`src/rtl/hazard_scoreboard_pkg.sv`:
```
// ============================================================================
// Module : hazard_scoreboard_pkg
// Brief  : Shared encodings and default latencies for the hazard scoreboard.
// Rev    : 1.0 - initial release
// ============================================================================
`default_nettype none

package hazard_scoreboard_pkg;

    // Forward-source select encoding; E/M/W match the entry stage numbering.
    localparam logic [1:0] FWD_RF = 2'd0;
    localparam logic [1:0] FWD_E  = 2'd1;
    localparam logic [1:0] FWD_M  = 2'd2;
    localparam logic [1:0] FWD_W  = 2'd3;

    localparam logic [1:0] TUSE_NONE = 2'b11;

    localparam int DEF_MUL_LAT = 5;
    localparam int DEF_DIV_LAT = 10;

endpackage

`default_nettype wire

```
`src/rtl/hazard_scoreboard_sb_entry.sv`:
```
// ============================================================================
// Module : sb_entry
// Brief  : One register's pending-write record (valid, remaining Tnew, stage).
// Rev    : 1.0 - initial release
// ============================================================================
`default_nettype none

module sb_entry #(
    parameter int TW     = 2,
    parameter int NSTAGE = 3
) (
    input  logic          clk,
    input  logic          reset,
    input  logic          load,
    input  logic [TW-1:0] loadTnew,
    output logic          valid,
    output logic [TW-1:0] tnew,
    output logic [1:0]    stage
);

    localparam logic [1:0] c_lastStage = 2'(NSTAGE);

    always_ff @(posedge clk) begin
        if (!reset) begin
            valid <= 1'b0;
            tnew  <= '0;
            stage <= '0;
        end else if (load) begin
            // A new writer replaces any older in-flight write to this register.
            valid <= 1'b1;
            tnew  <= loadTnew;
            stage <= 2'd1;
        end else if (valid) begin
            tnew  <= (tnew != '0) ? tnew - TW'(1) : tnew;
            stage <= stage + 2'd1;
            if (stage == c_lastStage) begin
                valid <= 1'b0;
            end
        end
    end

endmodule

`default_nettype wire

```
`src/rtl/hazard_scoreboard.sv`:
```
// ============================================================================
// Module : hazard_scoreboard
// Brief  : Per-register Tuse/Tnew scoreboard driving D-stage stall and forwarding.
// Rev    : 1.0 - initial release
// ============================================================================
`default_nettype none

module hazard_scoreboard
    import hazard_scoreboard_pkg::*;
#(
    parameter int NREG    = 32,
    parameter int AW      = 5,
    parameter int TW      = 2,
    parameter int NSTAGE  = 3,
    parameter int MUL_LAT = DEF_MUL_LAT,
    parameter int DIV_LAT = DEF_DIV_LAT,
    parameter int CW      = 4
) (
    input  logic          clk,
    input  logic          reset,
    input  logic          d_valid,
    input  logic [AW-1:0] rs_addr,
    input  logic [AW-1:0] rt_addr,
    input  logic [TW-1:0] rs_tuse,
    input  logic [TW-1:0] rt_tuse,
    input  logic          dst_we,
    input  logic [AW-1:0] dst_addr,
    input  logic [TW-1:0] dst_tnew,
    input  logic          md_start,
    input  logic          md_is_div,
    input  logic          md_use,
    output logic          stall,
    output logic [1:0]    fwd_rs,
    output logic [1:0]    fwd_rt,
    output logic          md_busy
);

    localparam logic [TW-1:0] c_tuseNone = {TW{1'b1}};

    logic [NREG-1:0] w_valid;
    logic [TW-1:0]   w_tnew  [NREG];
    logic [1:0]      w_stage [NREG];
    logic            w_issue;
    logic            w_rsHit, w_rtHit, w_rsStall, w_rtStall;
    logic [CW-1:0]   r_mdCnt;

    // Register 0 is never tracked, so its slot reads as permanently empty.
    assign w_valid[0] = 1'b0;
    assign w_tnew[0]  = '0;
    assign w_stage[0] = FWD_RF;

    for (genvar i = 1; i < NREG; i++) begin : g_entry
        sb_entry #(
            .TW     (TW),
            .NSTAGE (NSTAGE)
        ) u_entry (
            .clk      (clk),
            .reset    (reset),
            .load     (w_issue && dst_we && (dst_addr == AW'(i))),
            .loadTnew (dst_tnew),
            .valid    (w_valid[i]),
            .tnew     (w_tnew[i]),
            .stage    (w_stage[i])
        );
    end

    // Lookups see pre-update state, so an instruction never matches its own write.
    assign w_rsHit   = w_valid[rs_addr] && (rs_addr != '0) && (rs_tuse != c_tuseNone);
    assign w_rtHit   = w_valid[rt_addr] && (rt_addr != '0) && (rt_tuse != c_tuseNone);
    assign w_rsStall = w_rsHit && (rs_tuse < w_tnew[rs_addr]);
    assign w_rtStall = w_rtHit && (rt_tuse < w_tnew[rt_addr]);

    assign fwd_rs = (w_rsHit && !w_rsStall) ? w_stage[rs_addr] : FWD_RF;
    assign fwd_rt = (w_rtHit && !w_rtStall) ? w_stage[rt_addr] : FWD_RF;

    assign md_busy = (r_mdCnt != '0);
    assign stall   = d_valid && (w_rsStall || w_rtStall || (md_use && md_busy));
    assign w_issue = d_valid && !stall;

    always_ff @(posedge clk) begin
        if (!reset) begin
            r_mdCnt <= '0;
        end else if (w_issue && md_start) begin
            r_mdCnt <= md_is_div ? CW'(DIV_LAT) : CW'(MUL_LAT);
        end else if (r_mdCnt != '0) begin
            r_mdCnt <= r_mdCnt - CW'(1);
        end
    end

endmodule

`default_nettype wire

```
`config.mk`:
```
export PLATFORM = sky130hd
export DESIGN_NAME = hazard_scoreboard
export DESIGN_NICKNAME = d
export VERILOG_FILES = /design/src/rtl/hazard_scoreboard_pkg.sv /design/src/rtl/hazard_scoreboard_sb_entry.sv /design/src/rtl/hazard_scoreboard.sv
export SDC_FILE = /design/constraint.sdc
export NUM_CORES = 1
export LEC_CHECK = 0
export ABC_AREA = 1
export BUFFER_PORTS_ARGS = -buffer_cell sky130_fd_sc_hd__buf_4
export CAP_MARGIN = 40
export CORE_UTILIZATION = 50
export CTS_CLUSTER_DIAMETER = 200
export DETAILED_ROUTE_END_ITERATION = 10
export GPL_ROUTABILITY_DRIVEN = 0
export PLACE_DENSITY = 0.68
export SLEW_MARGIN = 20
export SYNTH_ARGS = -nofsm -noshare
export SYNTH_HDL_FRONTEND = slang
export SYNTH_SLANG_ARGS = --single-unit
```
`constraint.sdc`:
```
create_clock -name clk -period 3.9 [get_ports clk]
set_clock_uncertainty 0.2 [all_clocks]
set_input_delay 0.39 -clock clk [delete_from_list [all_inputs] [get_ports clk]]
set_output_delay 0.39 -clock clk [all_outputs]
set_load 0.02 [all_outputs]
```
==> Implementation_results.wiki, run 1 <==
{| class="wikitable"
! Metric !! Value
|-
| Cell Area, Synth || 11700 sq um
|-
| Number of detailed-route iterations in the first pass || 7
|-
| Number of CTS-inserted buffers || 17
|-
| Fraction of power consumed by combinational cells || 20.2%
|-
| CP Max Fanout || 29
|-
| Fillers || 2256
|-
| Clock transition at the registers of the reported paths || 0.07 ns
|-
| Total routed wirelength || 34400 microns
|-
| Sequential cell area fraction in the yosys report || 27.1%
|-
| DRC violation count after routing || 0
|-
| Type of destination of the critical path || output pin
|-
| Kind of start point of the critical path || primary input
|-
| Number of hold buffers added after CTS || 0
|-
| Number of flops mapped to enable cells by yosys || 0
|-
| Area added between synthesis and finish || 8.28%
|-
| Power per unit of standard cell area || 325 nW/um^2
|-
| Switching share of power || 32.7%
|-
| TNS Setup || 0 ns
|-
| Worst slack after detailed placement || 0.388 ns
|-
| Core outline area || 22800 sq um
|-
| Post-route setup slack || 0.354 ns
|-
| Clock tree from TritonCTS || built
|-
| Count of inserted antenna diode cells || 0
|-
| Worst hold slack after final layout || 0.0699 ns
|-
| Max Transition Viols Final || 0
|-
| Post-CTS resize count || 0
|-
| Actual slew at the worst max-slew pin || 0.845 ns
|-
| Result of the run || finished, final reports clean
|-
| Fraction of final layout cells sized beyond drive strength 1 || 14.8%
|-
| Average wire per cell in the routed design || 17.3 microns
|-
| Largest net degree at the start of global routing || 95
|-
| Hold violation total from the final report || 0
|-
| Shortest clock period the worst path allows after layout || 3.55 ns
|-
| Starting Density || 51.4%
|-
| Final-report setup violation count || 0
|-
| Latest clock arrival within the worst-skew pair || 0.45 ns
|-
| Vias in the first global route || 10300
|-
| Width of the die || 155 microns
|-
| Worst endpoint data arrival time || 2.96 ns
|-
| Antenna Nets Post-Route || 0
|-
| Post-Syn Instances || 1668
|-
| Average vias per placed instance || 5.61
|-
| Post-Syn Nets || 1762
|-
| Internal power || 2.78 mW
|-
| Power consumption || 4.13 mW
|-
| Switching component of the power || 1.35 mW
|-
| Timing-limited maximum frequency || 282 MHz
|-
| Worst-case clock buffer depth || 2
|-
| Async set-reset flop share out of synthesis || 0%
|-
| Layout Utilization || 55.6%
|-
| Number of distinct library cells after synthesis || 44
|-
| Flop pwr share || 40.5%
|-
| Buffer cell driving the clock tree root || clkbuf_16
|-
| Count of nets after finishing || 1755
|-
| Relative contribution of the clock network to total power || 39.3%
|-
| Relative slew slack || 43.7%
|-
| Flip-flop cell with the highest count after synthesis || dfxtp_1
|-
| Max VDD drop || 0.224 mV
|-
| Wire length of the first global-routing pass || 55600 microns
|-
| Final cycle utilization of the critical path || 90.9%
|-
| Placement Rows || 55
|-
| Die outline area || 24100 sq um
|-
| RSZ-0062 raised after global routing || no
|-
| IO buf count || 33
|-
| Critical path required time || 3.31 ns
|-
| Via count || 11100
|-
| Synth Area per Inst || 7.04 sq um
|-
| H-tree Lvls || 4
|-
| Number of synthesized register bits || 159
|-
| TritonCTS sink count || 159
|-
| Worst Setup Path Type || in2out
|-
| Sum of net half-perimeters after detailed placement || 24400 microns
|-
| Leak || 5.57 nW
|-
| Count of buffers added by post-CTS timing repair for setup || 0
|-
| Hold WC Path Type || in2reg
|-
| Overflow left after global routing || 0
|-
| Number of violations reported at the end of detailed-routing iteration 0 || 1347
|-
| Number of max-cap violations || 0
|-
| Warnings, synthesis || 0
|-
| Initial antenna violation count || 0
|-
| I/O pin count || 34
|-
| Overall track demand over capacity in global routing || 29.5%
|-
| Die span in y || 155 microns
|}
==> layout by cell type (no fill, tap or decap), types with 5 or more instances in the layout <==
master / instances
o211ai_1: 47
ha_1: 66
mux2_2: 31
xnor2_1: 31
clkbuf_16: 17
buf_4: 59
nor2_2: 19
o21ai_1: 8
a21oi_1: 168
nand3_1: 125
nand2_1: 280
nand4_4: 30
nor3_1: 13
nor2_1: 190
inv_1: 181
buf_12: 6
o21ai_0: 99
dfxtp_1: 159
xor2_1: 34
inv_6: 7
clkinvlp_4: 5
or2_2: 60
==> sequential cells by signal, indices dropped and copies added, names as in the netlist <==
| name | flops |
|---|---|
| g_entry.u_entry.stage | 62 |
| g_entry.u_entry.valid | 31 |
| g_entry.u_entry.tnew | 62 |
| r_mdCnt | 4 |
==> cells by family after synthesis <==
| family | Yosys count | synth area share (%) |
|---|---|---|
| AO/OA/AOI/OAI | 340 | 16.0 |
| XOR/XNOR | 65 | 4.85 |
| buffers and inverters | 279 | 10.6 |
| multiplexers | 31 | 2.97 |
| adder cells (fa/ha/maj) | 66 | 7.03 |
| flip-flops | 159 | 27.1 |
| AND/OR/NAND/NOR | 728 | 31.4 |
==> metal layers <==
layer / global-route usage, % / part of all wire, % / up-vias / routed length, microns
met2: 47.2 / 44 / 485 / 15300
met1: 38.7 / 44 / 5075 / 15000
met3: 6.04 / 8.7 / 89 / 3010
met5: 0 / 0 / - / 0
met4: 11.8 / 3.4 / 0 / 1170
li1: - / - / 5498 / -
==> stage by stage <==
| stage | instances | cell area, sq um |
|---|---|---|
| 3_5_place_dp | 1955 | 12200 |
| 4_1_cts | 1987 | 12700 |
| 3_3_place_gp | 1955 | 12200 |
| 5_1_grt | 1987 | 12700 |
| 2_1_floorplan | 1668 | 11700 |
| 6_report | 1987 | 12700 |
==> worst max-delay path, stage by stage <==
cell and delay, ns:
buf_4 0.13, inv_2 0.46, buf_4 0.26, o21ai_0 0.08, nand3_1 0.08, nand3_1 0.12, nand3_1 0.12, nand2_1 0.07
ha_1 0.27, nand2_1 0.05, nand2_1 0.09, nand4_1 0.15, a311oi_1 0.45, buf_4 0.24
==> area by class of cell <==
class	count	area [sq um]	share of cell area, %
sequential	159	3180	25.0
clock inverter	13	100	0.787
timing repair buffer	65	563	4.43
clock buffer	19	453	3.56
multi-input combinational	1230	7310	57.5
inverter	188	713	5.61
tap	313	392	3.08
==> worst paths after layout <==
kind	depth (start not counted)	endpoint	start	slack, ns
max	14	fwd_rs[0]	rs_addr[0]	0.35
min	3	r_mdCnt[3]$_SDFFE_PN0P_	md_is_div	0.07
max reg2reg	17	g_entry[12].u_entry.tnew[0]$_SDFFE_PN0P_	g_entry[3].u_entry.tnew[1]$_SDFFE_PN0P_	0.83
min reg2reg	2	g_entry[13].u_entry.stage[0]$_SDFFE_PN0P_	g_entry[13].u_entry.valid$_SDFF_PN0_	0.34
==> Yosys cell counts (all sizes together) (4+ instances only) <==
| cell | instances | area share [%] |
|---|---|---|
| o21ai | 107 | 4.6 |
| nand3 | 127 | 5.5 |
| o211ai | 47 | 3.0 |
| a211oi | 4 | 0.26 |
| a21oi | 168 | 7.2 |
| clkbuf | 45 | 1.4 |
| ha | 66 | 7.0 |
| o311ai | 4 | 0.30 |
| nor2 | 210 | 7.3 |
| or2 | 60 | 3.2 |
| xor2 | 34 | 2.5 |
| inv | 186 | 6.0 |
| nand4 | 36 | 5.9 |
| mux2 | 31 | 3.0 |
| dfxtp | 159 | 27 |
| buf | 46 | 3.1 |
| nor3 | 13 | 0.55 |
| nand2 | 281 | 9.0 |
| xnor2 | 31 | 2.3 |
==> power by group through the flow <==
stage	clock network, mW	registers, mW	logic (mW)
floorplan	0	1.71	0.637
global placement	0	1.71	0.810
detailed placement	0	1.71	0.820
CTS	1.64	1.67	0.825
global route	1.72	1.68	0.905
finish	1.62	1.67	0.833
No activity file was read; power rests on OpenSTA's default activity.
==> inputs of run 2 (changes only) <==
HOLD_SLACK_MARGIN = 0.08   (was not set)
SYNTH_HIERARCHICAL = 1   (was not set)
==> Implementation_results.wiki, run 2 <==
{| class="wikitable"
! Metric !! Value
|-
| Result of the run || finished, final reports clean
|-
| Post-Syn Instances || 2051 (+23%)
|-
| Biggest area consumer among synthesized cells || dfxtp_1
|-
| Area added between synthesis and finish || 10.1%
|-
| Flip-flop cell with the highest count after synthesis || dfxtp_1
|-
| Post-synthesis share of cell area spent on full adders, half adders and majority gates || 6.86% (-0.17 points)
|-
| Number of synthesized register bits || 159 (unchanged)
|-
| Fillers || 2425 (+7.5%)
|-
| Number of buffers and inverters on the critical path || 4 (unchanged)
|-
| Library cell with the highest instance count after synthesis || nand2_1
|-
| Warnings, synthesis || 6 (+6)
|-
| Number of detailed-route iterations in the first pass || 6 (-1)
|-
| Combinational family with the most area after synthesis || simple AND/OR/NAND/NOR gates
|-
| Vias in the first global route || 11600 (+12%)
|-
| Cell Area, Synth || 12000 sq um (+2.5%)
|-
| Power consumption || 4.14 mW (+0.26%)
|-
| Hold violation total from the final report || 0 (unchanged)
|-
| Peak per-stage delay on the critical path || 0.56 ns (+0.10 ns)
|-
| TritonCTS sink count || 159 (unchanged)
|-
| Fraction of final layout cells sized beyond drive strength 1 || 9.71% (-5.1 points)
|-
| Leading post-synthesis cells by instance count || nand2_1 (625), inv_1 (328), nor2_1 (232)
|-
| Kind of start point of the critical path || primary input
|-
| Area fraction of the dominant cell type after synthesis || 26.5% (-0.65 points)
|-
| DRC violation count after routing || 0 (unchanged)
|-
| Relative slew slack || 53.4% (+9.8 points)
|-
| Average vias per placed instance || 5.29 (-5.7%)
|-
| Antenna Nets Post-Route || 0 (unchanged)
|-
| Initial antenna violation count || 1 (+1)
|-
| Non-Filler Cell Area, Final || 13300 sq um (+4.2%)
|-
| Post-synthesis mux area share || 0% (-3.0 points)
|-
| Leak || 6.61 nW (+19%)
|-
| Number of max-cap violations || 0 (unchanged)
|-
| H-tree Lvls || 4 (unchanged)
|-
| IO buf count || 33 (unchanged)
|-
| Overflow left after global routing || 0 (unchanged)
|-
| Count of buffers added by post-CTS timing repair for setup || 0 (unchanged)
|-
| RSZ-0062 raised after global routing || no
|-
| Average wire per cell in the routed design || 14.8 microns (-15%)
|-
| Async set-reset flop share out of synthesis || 0% (unchanged)
|-
| CP Max Fanout || 23 (-21%)
|-
| Die span in y || 157 microns (+1.2%)
|-
| Crit path max-delay cell type || nor2_1
|-
| Largest net degree at the start of global routing || 74 (-22%)
|-
| Count of nets after finishing || 2172 (+24%)
|-
| Actual slew at the worst max-slew pin || 0.690 ns (-0.155 ns)
|-
| Cell family with the largest share of critical-path delay || simple AND/OR/NAND/NOR gates
|-
| Final cycle utilization of the critical path || 90.5% (-0.46 points)
|-
| Worst-case clock buffer depth || 2 (unchanged)
|-
| TNS Setup || 0 ns (unchanged)
|-
| Shortest clock period the worst path allows after layout || 3.53 ns (-0.0180 ns)
|-
| Most used cells in the layout excluding fill and tap cells || nand2_1 (625), inv_1 (328), nor2_1 (232), dfxtp_1 (159), nand3_1 (158)
|-
| Type of destination of the critical path || register
|-
| Via count || 12700 (+14%)
|-
| Number of violations reported at the end of detailed-routing iteration 0 || 1272 (-5.6%)
|-
| Placement Rows || 56 (+1.8%)
|-
| Power per unit of standard cell area || 313 nW/um^2 (-3.8%)
|-
| Critical path required time || 4.03 ns (+0.72 ns)
|-
| Placed cell area || 12600 sq um (+3.9%)
|-
| Sequential cell area fraction in the yosys report || 26.5% (-0.65 points)
|-
| Sum of net half-perimeters after detailed placement || 26100 microns (+7.2%)
|-
| Latest clock arrival within the worst-skew pair || 0.44 ns (about the same)
|-
| Clock transition at the registers of the reported paths || 0.07 ns (about the same)
|-
| Main area contributors after synthesis || dfxtp_1 (26%), nand2_1 (19%), inv_1 (10%)
|-
| Worst hold slack after final layout || 0.162 ns (+0.0924 ns)
|-
| Hold WC Path Type || in2reg
|-
| Worst Setup Path Type || in2reg
|-
| Max VDD drop || 0.314 mV (+41%)
|-
| Final-report setup violation count || 0 (unchanged)
|-
| Post-Syn Nets || 2145 (+22%)
|-
| Width of the die || 157 microns (+1.2%)
|-
| Overall track demand over capacity in global routing || 29.9% (+0.44 points)
|-
| Die outline area || 24700 sq um (+2.4%)
|-
| Timing-limited maximum frequency || 283 MHz (+0.51%)
|-
| Clock tree from TritonCTS || built
|-
| CP cell instances || buf_4, inv_2, a21oi_1, o21ai_0, nand3_1, nand3_1, nand3_1, o32ai_1, ha_1, nand2_1, nand3_2, nand4_4, nor2_4, nand2_2, nor2_1, inv_2, nand2_1, inv_1, nor2_1, nor2_1
|-
| Registers with the most flip-flops || g_entry.u_entry/stage (62), g_entry.u_entry/tnew (62), g_entry.u_entry/valid (31)
|-
| I/O pin count || 34 (unchanged)
|-
| Number of CTS-inserted buffers || 17 (unchanged)
|-
| Number of distinct library cells after synthesis || 41 (-6.8%)
|-
| Simple-Gate Fraction of Synth Area || 37.7% (+6.3 points)
|-
| Number of flops mapped to enable cells by yosys || 0 (unchanged)
|-
| Synth Area per Inst || 5.87 sq um (-17%)
|-
| Core outline area || 23500 sq um (+3.0%)
|-
| Total routed wirelength || 35700 microns (+3.7%)
|-
| Fraction of the mapped netlist area in compound gates || 14.7% (-1.3 points)
|-
| Most common cell after layout, fill and taps aside || nand2_1
|-
| Wire length of the first global-routing pass || 57700 microns (+3.9%)
|-
| Max Transition Viols Final || 0 (unchanged)
|-
| Worst endpoint data arrival time || 3.66 ns (+0.70 ns)
|-
| Starting Density || 51.1% (-0.29 points)
|-
| Post-synthesis xor/xnor area fraction || 0.146% (-4.7 points)
|-
| Buffer cell driving the clock tree root || clkbuf_16
|}
[run 2: through the flow]
step           utilization, %  setup slack (ns)  instances
3_5_place_dp             53.7             0.118       2375
6_report                 56.3             0.372       2410
2_1_floorplan               -             0.484       2051
3_3_place_gp             53.5             0.154       2374
5_1_grt                  56.3             0.232       2409
4_1_cts                  56.3             0.525       2409
[run 2: logic make-up (layout without fill, tap and decap cells)]
logic type,after synthesis,count (layout)
and+or+nand+nor,1095,1095
DFF,159,159
adders and majority gates,66,66
buffers and inverters,423,462
xor gates and xnor gates,2,2
AOI/OAI and AO/OA,306,306
other,0,1
[run 2: cell type report]
| type | count | area [sq um] | share of cell area, % |
|---|---|---|---|
| diodes | 1 | 2.50 | 0.0189 |
| clock buffers | 18 | 429 | 3.24 |
| clock inverters | 13 | 156 | 1.18 |
| inverters | 365 | 1370 | 10.4 |
| multi-input cells | 1469 | 7150 | 53.9 |
| flip-flops and latches | 159 | 3180 | 24.0 |
| well taps | 319 | 399 | 3.01 |
| repair buffers | 66 | 561 | 4.23 |
[run 2: final timing paths]
check                                                              from                                       end  slack (ns)  cells past startpoint
worst max-delay path                                         rt_addr[1]  g_entry[15].u_entry/tnew[1]$_SDFFE_PN0P_        0.37                     20
worst min-delay path                                              reset  g_entry[16].u_entry/tnew[1]$_SDFFE_PN0P_        0.16                      3
worst max register to register  g_entry[9].u_entry/tnew[1]$_SDFFE_PN0P_  g_entry[15].u_entry/tnew[1]$_SDFFE_PN0P_        0.49                     19
worst min register to register      g_entry[2].u_entry/valid$_SDFF_PN0_  g_entry[2].u_entry/stage[1]$_SDFFE_PP0P_        0.30                      2
[run 2: report_power, final]
part / internal (mW) / total, mW / switching, mW
registers: 1.66 / 1.69 / 0.0311
clock network: 0.956 / 1.73 / 0.769
logic: 0.255 / 0.730 / 0.475
[run 2: repair_timing]
item	in CTS	in global routing
resized for setup	0	0
hold endpoints to repair	2	0
hold buffers	3	0
[run 2: metal layers]
layer	part of all wire (%)	track usage (%)	routed length [microns]
met5	0.031	0	11
met4	3.3	11.9	1170
met3	8.2	5.75	2940
met2	44	48.0	15700
met1	45	39.4	15900
[run 2: worst reg2reg max path, delay by kind of cell (launching register included)]
family,cells,cell delay (ns)
fa+ha+maj,1,0.28
compound gates,3,0.35
flops,1,0.33
buf+inv,3,0.29
simple gates,12,1.86
